<file path="src/rtl/router_pkg.sv">
`default_nettype none
// ============================================================================
//  Module      : router_pkg
//  Description : Shared types and helpers for the router packet source.
//                Field widths, the reserved destination code, the source
//                FSM state type and the header packing function.
//  Revision    : 1.0  initial release
// ============================================================================
package router_pkg;

    localparam int ADDR_W = 2;
    localparam int LEN_W  = 6;

    // Destination code 3 does not exist on the 1x3 router.
    localparam logic [ADDR_W-1:0] ADDR_INVALID = 2'b11;

    typedef enum logic [2:0] {
        IDLE   = 3'd0,
        FILL   = 3'd1,
        WAIT   = 3'd2,
        SEND   = 3'd3,
        PARITY = 3'd4,
        GAP    = 3'd5
    } src_state_t;

    // Header byte layout: {len[5:0], addr[1:0]}.
    function automatic logic [7:0] pack_header(input logic [ADDR_W-1:0] addr,
                                               input logic [LEN_W-1:0]  len);
        return {len, addr};
    endfunction

endpackage
`default_nettype wire

</file>
<file path="src/rtl/router_pkt_source_if.sv">
`default_nettype none
// ============================================================================
//  Module      : router_pkt_source_if
//  Description : Host request/payload stream plus router input bus for the
//                router packet source.
//                master : the packet source itself
//                slave  : host and router side
//  Optional    : ROUTER_SRC_ERR_INJECT_EN adds inj_parity_err (host -> source)
//  Revision    : 1.0  initial release
// ============================================================================
interface router_pkt_source_if;
    import router_pkg::*;

    // request channel
    logic              req_valid;
    logic              req_ready;
    logic [ADDR_W-1:0] req_addr;
    logic [LEN_W-1:0]  req_len;
    logic              req_err;
    // payload channel
    logic              pay_valid;
    logic [7:0]        pay_data;
    logic              pay_ready;
    // router side
    logic              busy;
    logic [7:0]        data_in;
    logic              pkt_valid;
    logic              tx_done;
`ifdef ROUTER_SRC_ERR_INJECT_EN
    logic              inj_parity_err;
`endif

    modport master (
        input  req_valid, req_addr, req_len, pay_valid, pay_data, busy,
`ifdef ROUTER_SRC_ERR_INJECT_EN
        input  inj_parity_err,
`endif
        output req_ready, req_err, pay_ready, data_in, pkt_valid, tx_done
    );

    modport slave (
        output req_valid, req_addr, req_len, pay_valid, pay_data, busy,
`ifdef ROUTER_SRC_ERR_INJECT_EN
        output inj_parity_err,
`endif
        input  req_ready, req_err, pay_ready, data_in, pkt_valid, tx_done
    );

endinterface
`default_nettype wire

</file>
<file path="src/rtl/router_src_buf.sv">
`default_nettype none
// ============================================================================
//  Module      : router_src_buf
//  Description : Payload register file, DEPTH x 8, synchronous write and
//                asynchronous read so the sender can stream one byte per
//                cycle without a read bubble.
//  Ports       : clk      - clock
//                i_we     - write enable
//                i_waddr  - write address
//                i_wdata  - write data
//                i_raddr  - read address
//                o_rdata  - read data (combinational)
//  Revision    : 1.0  initial release
// ============================================================================
module router_src_buf #(
    parameter int DEPTH = 63,
    parameter int AW    = 6
) (
    input  logic          clk,
    input  logic          i_we,
    input  logic [AW-1:0] i_waddr,
    input  logic [7:0]    i_wdata,
    input  logic [AW-1:0] i_raddr,
    output logic [7:0]    o_rdata
);

    logic [7:0] r_mem [DEPTH];

    always_ff @(posedge clk) begin
        if (i_we && (int'(i_waddr) < DEPTH)) begin
            r_mem[i_waddr] <= i_wdata;
        end
    end

    // The sender's read pointer sits at len (one past the end) while the
    // parity byte goes out; addresses past the array return zero.
    assign o_rdata = (int'(i_raddr) < DEPTH) ? r_mem[i_raddr] : 8'h00;

endmodule
`default_nettype wire

</file>
<file path="src/rtl/router_pkt_source.sv">
`default_nettype none
// ============================================================================
//  Module      : router_pkt_source
//  Description : Upstream packet source for the 1x3 router. Accepts a
//                destination/length request, buffers the full payload, then
//                emits one gapless packet (header, payload, parity) while
//                honouring the router's busy, followed by PKT_GAP idle cycles.
//  Ports       : clock - clock, rising edge
//                reset - asynchronous, active-high
//                bus   - router_pkt_source_if.master (request, payload and
//                        router input bus)
//  Optional    : ROUTER_SRC_ERR_INJECT_EN - when defined, inj_parity_err is
//                sampled with each accepted request and inverts that
//                packet's parity byte.
//  Revision    : 1.0  initial release
// ============================================================================
module router_pkt_source
    import router_pkg::*;
#(
    parameter int PKT_GAP = 3,   // must be >= 1
    parameter int MAX_LEN = 63
) (
    input  logic                 clock,
    input  logic                 reset,
    router_pkt_source_if.master  bus
);

    localparam int                 c_gap_w    = (PKT_GAP > 1) ? $clog2(PKT_GAP) : 1;
    localparam logic [c_gap_w-1:0] c_gap_last = c_gap_w'(PKT_GAP - 1);

    src_state_t          r_state,     w_state;
    logic [ADDR_W-1:0]   r_addr,      w_addr;
    logic [LEN_W-1:0]    r_len,       w_len;
    logic [7:0]          r_par,       w_par;
    logic [LEN_W-1:0]    r_wcnt,      w_wcnt;
    logic [LEN_W-1:0]    r_rcnt,      w_rcnt;
    logic [c_gap_w-1:0]  r_gcnt,      w_gcnt;
    logic [7:0]          r_data,      w_data;
    logic                r_pkt_valid, w_pkt_valid;
    logic                r_req_ready, w_req_ready;
    logic                r_pay_ready, w_pay_ready;
    logic                r_req_err,   w_req_err;
    logic                r_tx_done,   w_tx_done;
    logic                w_we;
    logic                w_req_take;
    logic [7:0]          w_rdata;
    logic [7:0]          w_par_tx;

    router_src_buf #(
        .DEPTH (MAX_LEN),
        .AW    (LEN_W)
    ) u_buf (
        .clk     (clock),
        .i_we    (w_we),
        .i_waddr (r_wcnt),
        .i_wdata (bus.pay_data),
        .i_raddr (r_rcnt),
        .o_rdata (w_rdata)
    );

`ifdef ROUTER_SRC_ERR_INJECT_EN
    logic r_inj;

    always_ff @(posedge clock or posedge reset) begin
        if (reset) begin
            r_inj <= 1'b0;
        end else if (w_req_take) begin
            r_inj <= bus.inj_parity_err;
        end
    end

    assign w_par_tx = r_par ^ {8{r_inj}};
`else
    assign w_par_tx = r_par;
`endif

    always_ff @(posedge clock or posedge reset) begin
        if (reset) begin
            r_state     <= IDLE;
            r_addr      <= '0;
            r_len       <= '0;
            r_par       <= '0;
            r_wcnt      <= '0;
            r_rcnt      <= '0;
            r_gcnt      <= '0;
            r_data      <= '0;
            r_pkt_valid <= 1'b0;
            r_req_ready <= 1'b0;
            r_pay_ready <= 1'b0;
            r_req_err   <= 1'b0;
            r_tx_done   <= 1'b0;
        end else begin
            r_state     <= w_state;
            r_addr      <= w_addr;
            r_len       <= w_len;
            r_par       <= w_par;
            r_wcnt      <= w_wcnt;
            r_rcnt      <= w_rcnt;
            r_gcnt      <= w_gcnt;
            r_data      <= w_data;
            r_pkt_valid <= w_pkt_valid;
            r_req_ready <= w_req_ready;
            r_pay_ready <= w_pay_ready;
            r_req_err   <= w_req_err;
            r_tx_done   <= w_tx_done;
        end
    end

    always_comb begin
        w_state     = r_state;
        w_addr      = r_addr;
        w_len       = r_len;
        w_par       = r_par;
        w_wcnt      = r_wcnt;
        w_rcnt      = r_rcnt;
        w_gcnt      = r_gcnt;
        w_data      = r_data;
        w_pkt_valid = r_pkt_valid;
        w_req_err   = 1'b0;
        w_tx_done   = 1'b0;
        w_we        = 1'b0;
        w_req_take  = 1'b0;

        case (r_state)
            IDLE: begin
                if (bus.req_valid && r_req_ready) begin
                    if ((bus.req_addr != ADDR_INVALID) && (bus.req_len != '0)) begin
                        w_req_take = 1'b1;
                        w_addr     = bus.req_addr;
                        w_len      = bus.req_len;
                        w_par      = pack_header(bus.req_addr, bus.req_len);
                        w_wcnt     = '0;
                        w_state    = FILL;
                    end else begin
                        w_req_err  = 1'b1;
                    end
                end
            end

            FILL: begin
                if (bus.pay_valid && r_pay_ready) begin
                    w_we   = 1'b1;
                    w_par  = r_par ^ bus.pay_data;
                    w_wcnt = r_wcnt + 1'b1;
                    if (w_wcnt == r_len) begin
                        w_state = WAIT;
                    end
                end
            end

            WAIT: begin
                if (!bus.busy) begin
                    w_data      = pack_header(r_addr, r_len);
                    w_pkt_valid = 1'b1;
                    w_rcnt      = '0;
                    w_state     = SEND;
                end
            end

            SEND: begin
                // r_rcnt is the index of the next payload byte to present;
                // reaching len means the last payload byte was just consumed.
                if (!bus.busy) begin
                    if (r_rcnt != r_len) begin
                        w_data = w_rdata;
                        w_rcnt = r_rcnt + 1'b1;
                    end else begin
                        w_data      = w_par_tx;
                        w_pkt_valid = 1'b0;
                        w_state     = PARITY;
                    end
                end
            end

            PARITY: begin
                if (!bus.busy) begin
                    w_data  = '0;
                    w_gcnt  = '0;
                    w_state = GAP;
                end
            end

            GAP: begin
                if (r_gcnt == c_gap_last) begin
                    w_tx_done = 1'b1;
                    w_state   = IDLE;
                end else begin
                    w_gcnt = r_gcnt + 1'b1;
                end
            end

            default: begin
                w_state = IDLE;
            end
        endcase

        // Handshake readies are registered copies of the upcoming state.
        w_req_ready = (w_state == IDLE);
        w_pay_ready = (w_state == FILL);
    end

    assign bus.req_ready = r_req_ready;
    assign bus.req_err   = r_req_err;
    assign bus.pay_ready = r_pay_ready;
    assign bus.data_in   = r_data;
    assign bus.pkt_valid = r_pkt_valid;
    assign bus.tx_done   = r_tx_done;

endmodule
`default_nettype wire

</file>
<file path="src/flat_wrapper.sv">
// flat-port wrapper written by rule: the top's interface ports become plain ports
module router_pkt_source_flat import router_pkg::*;
#(
    parameter int PKT_GAP = 3,                  
    parameter int MAX_LEN = 63
)
  (clock, reset, bus_req_valid, bus_req_addr, bus_req_len, bus_pay_valid, bus_pay_data, bus_busy, bus_req_ready, bus_req_err, bus_pay_ready, bus_data_in, bus_pkt_valid, bus_tx_done);
  router_pkt_source_if bus_i ();
  input  logic clock;
  input  logic reset;
  input wire logic [$bits(bus_i.req_valid)-1:0] bus_req_valid;
  input wire logic [$bits(bus_i.req_addr)-1:0] bus_req_addr;
  input wire logic [$bits(bus_i.req_len)-1:0] bus_req_len;
  input wire logic [$bits(bus_i.pay_valid)-1:0] bus_pay_valid;
  input wire logic [$bits(bus_i.pay_data)-1:0] bus_pay_data;
  input wire logic [$bits(bus_i.busy)-1:0] bus_busy;
  output wire logic [$bits(bus_i.req_ready)-1:0] bus_req_ready;
  output wire logic [$bits(bus_i.req_err)-1:0] bus_req_err;
  output wire logic [$bits(bus_i.pay_ready)-1:0] bus_pay_ready;
  output wire logic [$bits(bus_i.data_in)-1:0] bus_data_in;
  output wire logic [$bits(bus_i.pkt_valid)-1:0] bus_pkt_valid;
  output wire logic [$bits(bus_i.tx_done)-1:0] bus_tx_done;
  assign bus_i.req_valid = bus_req_valid;
  assign bus_i.req_addr = bus_req_addr;
  assign bus_i.req_len = bus_req_len;
  assign bus_i.pay_valid = bus_pay_valid;
  assign bus_i.pay_data = bus_pay_data;
  assign bus_i.busy = bus_busy;
  assign bus_req_ready = bus_i.req_ready;
  assign bus_req_err = bus_i.req_err;
  assign bus_pay_ready = bus_i.pay_ready;
  assign bus_data_in = bus_i.data_in;
  assign bus_pkt_valid = bus_i.pkt_valid;
  assign bus_tx_done = bus_i.tx_done;
  router_pkt_source #(.PKT_GAP(PKT_GAP), .MAX_LEN(MAX_LEN)) u_core (.clock(clock), .reset(reset), .bus(bus_i));
endmodule
</file>
<file path="config.mk">
export PLATFORM = sky130hd
export DESIGN_NAME = router_pkt_source_flat
export DESIGN_NICKNAME = d
export VERILOG_FILES = /design/src/rtl/router_pkg.sv /design/src/rtl/router_pkt_source_if.sv /design/src/rtl/router_src_buf.sv /design/src/rtl/router_pkt_source.sv /design/src/flat_wrapper.sv
export SDC_FILE = /design/constraint.sdc
export NUM_CORES = 1
export LEC_CHECK = 0
export ABC_AREA = 1
export BUFFER_PORTS_ARGS = -buffer_cell sky130_fd_sc_hd__buf_2
export CORE_UTILIZATION = 50
export CTS_BUF_LIST = sky130_fd_sc_hd__clkbuf_8
export CTS_CLUSTER_SIZE = 24
export DETAILED_ROUTE_END_ITERATION = 7
export PLACE_DENSITY = 0.71
export SYNTH_ARGS = -nofsm -noshare
export SYNTH_HDL_FRONTEND = slang
export SYNTH_SLANG_ARGS = --single-unit
</file>
<file path="constraint.sdc">
create_clock -name clock -period 5.8 [get_ports clock]
set_clock_uncertainty 0.15 [all_clocks]
set_input_delay 1.74 -clock clock [delete_from_list [all_inputs] [get_ports clock]]
set_output_delay 1.74 -clock clock [all_outputs]
set_load 0.01 [all_outputs]
</file>
==> results of run 1 <==
==> sequential cells by signal, indices dropped and copies added (netlist names) <==
register              cells
u_core.r_addr             2
u_core.r_rcnt             6
u_core.bus.pay_ready      1
u_core.bus.req_err        1
u_core.r_gcnt             2
u_core.bus.tx_done        1
u_core.u_buf.r_mem      504
u_core.bus.data_in        8
u_core.r_par              8
u_core.r_wcnt             6
u_core.r_state            3
u_core.bus.req_ready      1
u_core.r_len              6
u_core.bus.pkt_valid      1
==> cells in the mapped netlist (17+ instances only) <==
master      n
nand2_1   772
edfxtp_1  504
nor2_1    276
nand3_1   238
inv_1     176
o21ai_0    83
dfrtp_1    46
buf_2      40
a21oi_1    28
buf_4      28
buf_6      20
o21ai_1    17
==> kinds of logic (layout without fill, tap and decap cells) <==
| kind of cell | count (synthesis) | after routing | share of synthesized area |
|---|---|---|---|
| AOI/OAI and AO/OA | 144 | 144 | 0.0321 |
| DFF | 550 | 550 | 0.680 |
| and+or+nand+nor | 1323 | 1323 | 0.225 |
| xor gates and xnor gates | 5 | 5 | 0.00183 |
| buffers and inverters | 295 | 393 | 0.0597 |
| adders and majority gates | 3 | 3 | 0.00157 |
==> final timing paths <==
path	start	endpoint	slack (ns)	cells after the start
max in group asynchronous	reset	u_core.r_rcnt[0]	3.62	2
worst max-delay path	u_core.r_state[2]	u_core.u_buf.r_mem[11][5]	2.12	7
worst min register to register	u_core.bus.data_in[7]	u_core.bus.data_in[7]	0.33	2
worst max register to register	u_core.r_state[2]	u_core.u_buf.r_mem[11][5]	2.12	7
min in group asynchronous	reset	u_core.r_rcnt[1]	1.16	2
worst min-delay path	u_core.bus.data_in[7]	u_core.bus.data_in[7]	0.33	2
==> critical path, cell delays in order, from the launching register on <==
cell and delay [ns]:
dfrtp_1 0.44, nor3_2 0.60, inv_2 0.28, nor2_4 0.17, o21ai_1 0.12, nor2_2 0.23
nand2_1 0.53, nor2_1 0.77
==> area by class of cell <==
| type | instances | area, um2 |
|---|---|---|
| fill | 3991 | 20900 |
| sequential | 550 | 16300 |
| multi-input combinational | 1475 | 6240 |
| clock buffer | 90 | 1240 |
| tap | 607 | 759 |
| inverter | 185 | 701 |
| clock inverter | 67 | 417 |
| timing repair buffer | 51 | 338 |
==> per-layer routing <==
metal	up-vias	wire length, um
met5	-	0
met4	0	1860
met3	138	6120
met2	889	27900
met1	8015	24700
li1	7758	-
==> metrics by stage <==
stage	hold WS, ns	setup slack (ns)	std cells	total power, mW
finish	0.327	2.12	3025	11.0
global route	0.358	1.90	3025	11.5
detailed placement	0.314	1.62	2868	7.82
global placement	0.313	1.70	2868	7.76
floorplan	0.298	2.49	2320	7.00
CTS	0.330	2.17	3025	10.9
==> report_power, final <==
group	total, mW	internal [mW]	switching [mW]	leakage, nW
clock network	3.14	1.66	1.48	0.951
registers	4.66	4.48	0.181	5.10
logic	3.15	0.859	2.29	4.31
==> qor.yml, run 1 <==
drt-wirelength-per-cell_um: 20.0
cts_setup_buffers: 0
syn_nets: 2344
insertedDiodeCount: 0
hp-class: "flip-flop to flip-flop"
cap_violations: 0
final_common_cell: "nand2_1"
avgSynthCellArea_um2: 10.3
setup_tns_ns: 0
start_kind: "flip-flop"
synth_area_leaders: "edfxtp_1, nand2_1, nand3_1"
drc: 6
slew_violations: 0
ys_warn_count: 0
place_area_um2: 24300
required_ns: 5.93
crit_fanout: 13
initial_utilization: 0.511
grt_util_met2: 0.393
rsz0062_at_grt: "false"
insertion_delay_ns: 0.66
die_height_um: 221
place_congestion: 0.937
period_minus_slack_ns: 3.68
die_area_um2: 48800
cts_buffer_depth: 3
finalCritPeriodShare: 0.634
tightest_slew_ns: 1.05
power.density_nw_per_um2: 422
gr-total-overflow: 0
drtAntennaViolNets: 0
setup_viol: 0
port_buffers: 33
use_met1: 0.346
first_pass_iters: 8
synth_area_leader_cell: "edfxtp_1"
post_synth_num_cell_types: 36
die_w_um: 221
area_growth_pct: 8.47
grt-busiest-layer: "met2"
ys_ff_latch: 550
rows: 79
cts_htree_levels: 3
hold_buffers: 0
first_iter_violations: 2054
seq_area_frac_synth: 0.680
violations: "DRC"
synth_top_area_share: 0.632
grt_use_total: 0.251
wl_um: 60600
vdd_drop_max_uv: 207
root_buffer: "clkbuf_8"
end_kind: "flip-flop"
num_vias: 16800
worstSetupPathType: "flip-flop to flip-flop"
grt_pass1_wl_um: 92700
cts_tree: "done"
cts_made_buffers: 87
finalHoldViolations: 0
utilization: 0.555
cts-resized-gates: 0
ys.flop_type: "edfxtp_1"
nNetsFinal: 2374
final_cell_mix: "nand2_1, edfxtp_1, nor2_1, nand3_1, inv_1"
grt.met3_usage: 0.0510
grt_max_degree: 129
synth_async_sr_flop_share: 0.0836
fmaxAchievable_ghz: 0.272
synth_area_um2: 24000
cp.arrival_ns: 3.81
cts.sinks: 550
syn_inst: 2320
pin_count: 34
slew_headroom: 0.303
outcome: "finished, violations left"
drive_above_1_share: 0.0811
via_per_inst: 5.55
leakagePower_nw: 10.4
synth_edf_count: 504
core_um2: 46900
clk_pin_slew_ns: 0.06
first_global_vias: 16500
place.detailed.hpwl_um: 37000
design_area_um2: 26000
antenna_found_initial: 0
No activity file was read; power rests on OpenSTA's default activity.
==> run 2: changes to the inputs <==
ABC_AREA = 0   (was 1)
PLACE_DENSITY = 0.73   (was 0.71)
clock period = 3.1 ns   (was 5.8 ns; I/O delays follow)
==> qor.yml, run 2 <==
start_kind: "flip-flop"  # unchanged
drt-wirelength-per-cell_um: 25.6  # was 20.0 um
post_synth_num_cell_types: 58  # was 36
clk_pin_slew_ns: 0.06  # about the same
setup_viol: 0  # unchanged
rsz0062_at_grt: "false"  # unchanged
vdd_drop_max_uv: 390  # was 207 uV
ys.flop_type: "edfxtp_1"  # unchanged
multi_input_area_um2: 5600  # was 6240 um2
drc: 2  # was 6
cts_tree: "done"  # unchanged
ff2ff_path_depth: 7  # unchanged
cp.arrival_ns: 3.25  # was 3.81 ns
cpPeakStageDelay_ns: 0.64  # was 0.77 ns
grt_max_degree: 66  # was 129
first_global_vias: 12500  # was 16500
regMostFlops: "u_core.u_buf.r_mem"  # unchanged
synth_top_area_share: 0.676  # was 0.632
pin_count: 34  # unchanged
die_area_um2: 45600  # was 48800 um2
synth.most_common_cell: "edfxtp_1"  # was nand2_1
ys_ff_latch: 550  # unchanged
rows: 77  # was 79
crit_fanout: 20  # was 13
wl_um: 53800  # was 60600 um
grt_util_met2: 0.372  # was 0.393
cts_htree_levels: 3  # unchanged
cap_violations: 0  # unchanged
drtAntennaViolNets: 0  # unchanged
area_growth_pct: 14.2  # was 8.47%
num_vias: 12700  # was 16800
slew_violations: 0  # unchanged
final_cell_mix: "edfxtp_1, buf_4, nor2_1, mux2i_1, clkbuf_8"  # was nand2_1, edfxtp_1, nor2_1, nand3_1, inv_1
worst-path-buf-inv: 1  # unchanged
place.detailed.hpwl_um: 34500  # was 37000 um
syn_inst: 1262  # was 2320
grt.met3_usage: 0.0379  # was 0.0510
synth_area_um2: 22400  # was 24000 um2
required_ns: 3.45  # was 5.93 ns
fill_cells: 3206  # was 3991
place_congestion: 0.926  # was 0.937
regArea_um2: 16300  # about the same
initial_utilization: 0.506  # was 0.511
syn_nets: 1286  # was 2344
nNetsFinal: 1466  # was 2374
via_per_inst: 6.05  # was 5.55
r2r_start: "u_core.r_rcnt[0]"  # was u_core.r_state[2]
cts_made_buffers: 83  # was 87
setup_tns_ns: 0  # unchanged
die_height_um: 214  # was 221 um
core_um2: 44200  # was 46900 um2
tightest_slew_ns: 1.04  # was 1.05 ns
largest_reg_flops: 504  # unchanged
insertion_delay_ns: 0.65  # was 0.66 ns
hp-class: "primary input to asynchronous set/reset pin"  # was flip-flop to flip-flop
fmaxAchievable_ghz: 0.344  # was 0.272 GHz
die_w_um: 214  # was 221 um
grt_pass1_wl_um: 78800  # was 92700 um
cts.sinks: 550  # unchanged
cts_buffer_depth: 3  # unchanged
final_common_cell: "edfxtp_1"  # was nand2_1
seq_area_frac_synth: 0.727  # was 0.680
ys_warn_count: 0  # unchanged
finalCritPeriodShare: 0.938  # was 0.634
grt-busiest-layer: "met2"  # unchanged
port_buffers: 33  # unchanged
crit_path_cell_trace: "buf_4 -> mux4_1 -> mux2i_1 -> nor3_1 -> a31oi_1 -> a41o_1 -> o22ai_1"  # was nor3_2 -> inv_2 -> nor2_4 -> o21ai_1 -> nor2_2 -> nand2_1 -> nor2_1
cts_setup_buffers: 0  # unchanged
worstSetupPathType: "flip-flop to flip-flop"  # unchanged
root_buffer: "clkbuf_8"  # unchanged
first_iter_violations: 1447  # was 2054
period_minus_slack_ns: 2.91  # was 3.68 ns
synthTopCellsByCount: "edfxtp_1, nor2_1, mux2i_1"  # was nand2_1, edfxtp_1, nor2_1
synth_area_leaders: "edfxtp_1, mux4_2, dfrtp_1"  # was edfxtp_1, nand2_1, nand3_1
use_met1: 0.337  # was 0.346
synth_area_leader_cell: "edfxtp_1"  # unchanged
reg2reg_slack_ns: 0.19  # was 2.12 ns
crit_family: "multiplexers"  # was simple AND/OR/NAND/NOR gates
avgSynthCellArea_um2: 17.7  # was 10.3 um2
antenna_found_initial: 0  # unchanged
synth_async_sr_flop_share: 0.0836  # unchanged
hold_buffers: 0  # unchanged
slew_headroom: 0.301  # was 0.303
first_pass_iters: 8  # unchanged
insertedDiodeCount: 0  # unchanged
end_kind: "flip-flop"  # unchanged
grt_use_total: 0.241  # was 0.251
gr-total-overflow: 0  # unchanged
power.density_nw_per_um2: 784  # was 422 nW/um2
finalHoldViolations: 0  # unchanged
outcome: "finished, violations left"  # unchanged
leakagePower_nw: 8.60  # was 10.4 nW
violations: "DRC"  # unchanged
rr_endpoint: "u_core.bus.data_in[1]"  # was u_core.u_buf.r_mem[11][5]
whs_ns: 0.180  # was 0.327 ns
crit_path_top_delay_cell: "mux4_1"  # was nor2_1
synth_edf_count: 504  # unchanged
drive_above_1_share: 0.237  # was 0.0811
cts-resized-gates: 0  # unchanged
[run 2: worst max-delay path by stage]
stage                     startpoint                         to  slack (ns)  depth (start not counted)
finish              u_core.r_rcnt[0]      u_core.bus.data_in[1]        0.19                          7
global route        u_core.r_rcnt[0]      u_core.bus.data_in[1]        0.14                          7
CTS                 u_core.r_rcnt[0]      u_core.bus.data_in[1]        0.23                          7
detailed placement     bus_pay_valid  u_core.u_buf.r_mem[54][1]        0.11                          6
global placement       bus_pay_valid  u_core.u_buf.r_mem[54][6]        0.22                          6
floorplan              bus_pay_valid  u_core.u_buf.r_mem[43][0]        0.62                          4
[run 2: cells by family after synthesis]
logic type / synth area share
AOI/OAI and AO/OA: 0.0511
xor gates and xnor gates: 0.00609
adders and majority gates: 0.00168
buffers and inverters: 0.0224
DFF: 0.727
muxes: 0.140
and+or+nand+nor: 0.0516
[run 2: stage by stage]
step	area [um2]	cells	total power, mW	worst slack [ns]	util
after floorplan	22400	1262	12.5	0.624	-
after global placement	23900	1949	14.1	0.220	0.541
after detailed placement	23900	1949	14.3	0.106	0.541
after CTS	25600	2101	20.0	0.229	0.578
after global routing	25600	2101	20.8	0.144	0.578
final	25600	2101	20.0	0.192	0.578
[run 2: worst reg2reg max path, stage by stage (launching register included)]
cell and delay [ns]:
dfrtp_4 0.59, buf_4 0.42, mux4_1 0.65, mux2i_1 0.19, nor3_1 0.08, a31oi_1 0.34, a41o_1 0.27, o22ai_1 0.07
[run 2: cell type report]
| cell class | count | share of cell area |
|---|---|---|
| multi-input combinational | 636 | 0.219 |
| clock inverter | 67 | 0.0177 |
| sequential | 550 | 0.637 |
| clock buffer | 85 | 0.0458 |
| inverter | 13 | 0.00191 |
| tap | 592 | 0.0290 |
| timing repair buffer | 158 | 0.0490 |
[run 2: power breakdown]
part / switching (mW) / internal, mW
sequential: 0.364 / 8.40
combinational: 3.17 / 2.27
clock: 2.76 / 3.08
total: 6.29 / 13.7
[run 2: per-layer routing]
layer | vias up | share of wire
li1 | 5460 | -
met1 | 6422 | 0.41
met2 | 711 | 0.47
met3 | 119 | 0.086
met4 | 0 | 0.041
met5 | - | 0
==> run 3: changes to the inputs <==
CORE_UTILIZATION = 45   (was 50)
PLACE_DENSITY = 0.68   (was 0.73)
SYNTH_HIERARCHICAL = 1   (was unset)
==> qor.yml, run 3 <==
outcome: "finished, final reports clean"  # was finished, violations left
cpPeakStageDelay_ns: 0.61  # was 0.64 ns
start_kind: "flip-flop"  # unchanged
synth_async_sr_flop_share: 0.0836  # unchanged
leakagePower_nw: 8.74  # was 8.60 nW
ys.flop_type: "edfxtp_1"  # unchanged
syn_nets: 1268  # was 1286
rows: 81  # was 77
tightest_slew_ns: 0.853  # was 1.04 ns
root_buffer: "clkbuf_8"  # unchanged
cts_made_buffers: 86  # was 83
slew_violations: 0  # unchanged
crit_path_cell_trace: "buf_12 -> mux4_2 -> a211oi_1 -> a21oi_1 -> a32o_1 -> mux2i_1 -> o21ai_0"  # was buf_4 -> mux4_1 -> mux2i_1 -> nor3_1 -> a31oi_1 -> a41o_1 -> o22ai_1
cts-resized-gates: 0  # unchanged
synth-compound-area-share: 0.0615  # was 0.0511
synth.most_common_cell: "edfxtp_1"  # unchanged
synth_edf_count: 504  # unchanged
regMostFlops: "u_core/u_buf/r_mem"  # was u_core.u_buf.r_mem
drt-wirelength-per-cell_um: 25.8  # was 25.6 um
nNetsFinal: 1460  # was 1466
pin_count: 34  # unchanged
cp.arrival_ns: 3.26  # was 3.25 ns
port_buffers: 33  # unchanged
synth_area_um2: 22200  # was 22400 um2
insertedDiodeCount: 0  # unchanged
vdd_drop_max_uv: 406  # was 390 uV
ys_warn_count: 6  # was 0
setup_tns_ns: 0  # unchanged
crit_fanout: 44  # was 20
final_common_cell: "edfxtp_1"  # unchanged
ff2ff_path_depth: 7  # unchanged
place_congestion: 0.899  # was 0.926
cts_tree: "done"  # unchanged
finalHoldViolations: 0  # unchanged
via_per_inst: 5.91  # was 6.05
wl_um: 56100  # was 53800 um
cts.sinks: 550  # unchanged
slew_headroom: 0.432  # was 0.301
worst-path-buf-inv: 1  # unchanged
drive_above_1_share: 0.264  # was 0.237
worstSetupPathType: "flip-flop to flip-flop"  # unchanged
first_iter_violations: 1653  # was 1447
yosys.area_share.adder: 0.00169  # was 0.00168
end_kind: "flip-flop"  # unchanged
rsz0062_at_grt: "false"  # unchanged
period_minus_slack_ns: 2.90  # was 2.91 ns
finalCritPeriodShare: 0.934  # was 0.938
hold_buffers: 0  # unchanged
area_growth_pct: 15.3  # was 14.2%
synth_area_leaders: "edfxtp_1, mux4_2, dfrtp_1"  # unchanged
synth-xor-area-share: 0.00473  # was 0.00609
required_ns: 3.47  # was 3.45 ns
seq_area_frac_synth: 0.733  # was 0.727
grt_max_degree: 60  # was 66
cts_setup_buffers: 0  # unchanged
final_cell_mix: "edfxtp_1, buf_4, clkbuf_8, nor2_1, mux4_2"  # was edfxtp_1, buf_4, nor2_1, mux2i_1, clkbuf_8
hp-class: "primary input to asynchronous set/reset pin"  # unchanged
drc: 0  # was 2
whs_ns: 0.213  # was 0.180 ns
largest_reg_flops: 504  # unchanged
gr-total-overflow: 0  # unchanged
ys_ff_latch: 550  # unchanged
synth_area_leader_cell: "edfxtp_1"  # unchanged
grt_pass1_wl_um: 83300  # was 78800 um
num_vias: 12800  # was 12700
fmaxAchievable_ghz: 0.345  # was 0.344 GHz
antenna_found_initial: 0  # unchanged
clk_pin_slew_ns: 0.06  # about the same
synthSimpleGateAreaFrac: 0.0454  # was 0.0516
rr_endpoint: "u_core/bus.data_in[6]"  # was u_core.bus.data_in[1]
die_height_um: 224  # was 214 um
synth_top_area_share: 0.681  # was 0.676
first_pass_iters: 5  # was 8
cts_buffer_depth: 3  # unchanged
die_w_um: 224  # was 214 um
place.detailed.hpwl_um: 36600  # was 34500 um
initial_utilization: 0.455  # was 0.506
r2r_start: "u_core/r_rcnt[0]"  # was u_core.r_rcnt[0]
syn_inst: 1244  # was 1262
muxShareOfSynthArea: 0.134  # was 0.140
die_area_um2: 50300  # was 45600 um2
cap_violations: 0  # unchanged
first_global_vias: 12900  # was 12500
power.density_nw_per_um2: 776  # was 784 nW/um2
crit_family: "compound AO/OA/AOI/OAI gates"  # was multiplexers
drtAntennaViolNets: 0  # unchanged
crit_path_top_delay_cell: "mux4_2"  # was mux4_1
setup_viol: 0  # unchanged
synthTopCellsByCount: "edfxtp_1, nor2_1, mux4_2"  # was edfxtp_1, nor2_1, mux2i_1
post_synth_num_cell_types: 60  # was 58
avgSynthCellArea_um2: 17.9  # was 17.7 um2
insertion_delay_ns: 0.67  # was 0.65 ns
core_um2: 48800  # was 44200 um2
cts_htree_levels: 3  # unchanged
reg2reg_slack_ns: 0.20  # was 0.19 ns
grt_use_total: 0.227  # was 0.241
synth_top_family_by_area: "multiplexers"  # unchanged
-- run 3: metal layers --
metal | GRT usage | part of all wire
met1 | 0.314 | 0.40
met2 | 0.362 | 0.48
met3 | 0.0415 | 0.095
met4 | 0.0845 | 0.028
met5 | 0 | 0
-- run 3: worst max path at each step --
stage / startpoint / end / cells past startpoint
floorplan: bus_pay_valid / u_core/u_buf/r_mem[53][0] / 5
global placement: bus_pay_valid / u_core/u_buf/r_mem[14][4] / 7
detailed placement: bus_pay_valid / u_core/u_buf/r_mem[14][7] / 7
CTS: u_core/r_rcnt[2] / u_core/bus.data_in[7] / 7
global route: u_core/r_rcnt[0] / u_core/bus.data_in[4] / 9
finish: u_core/r_rcnt[0] / u_core/bus.data_in[6] / 7
-- run 3: worst register-to-register path, cell delays in order (launching register included) --
cell,delay (ns)
dfrtp_4,0.52
buf_12,0.33
mux4_2,0.68
a211oi_1,0.32
a21oi_1,0.18
a32o_1,0.30
mux2i_1,0.18
o21ai_0,0.11
-- run 3: area by class of cell --
cell class                      instances  area (um2)
Clock buffer                           92        1270
Clock inverter                         69         363
Fill cell                            3912       23200
Inverter                                9        33.8
Multi-Input combinational cell        615        5500
Sequential cell                       550       16300
Tap cell                              664         831
Timing Repair Buffer                  174        1350
-- run 3: logic make-up after synthesis --
| family | after synthesis |
|---|---|
| AO/OA/AOI/OAI | 205 |
| XOR/XNOR | 12 |
| adder cells (fa/ha/maj) | 3 |
| buffers and inverters | 79 |
| flip-flops | 550 |
| multiplexers | 183 |
| AND/OR/NAND/NOR | 212 |
-- run 3: power by group --
group	switching, mW	leakage [nW]	internal, mW
clock network	2.78	0.948	2.99
logic	3.07	2.69	2.25
registers	0.412	5.10	8.39
total	6.26	8.74	13.6
-- run 3: metrics by stage --
stage / setup WS, ns / instance area, um2 / util / power (mW) / cells
2_1_floorplan: 0.482 / 22200 / - / 12.4 / 1244
3_3_place_gp: 0.193 / 24000 / 0.491 / 14.1 / 2012
3_5_place_dp: 0.141 / 24000 / 0.491 / 14.2 / 2012
4_1_cts: 0.239 / 25600 / 0.525 / 19.9 / 2173
5_1_grt: 0.116 / 25600 / 0.525 / 20.7 / 2173
6_report: 0.204 / 25600 / 0.525 / 19.9 / 2173
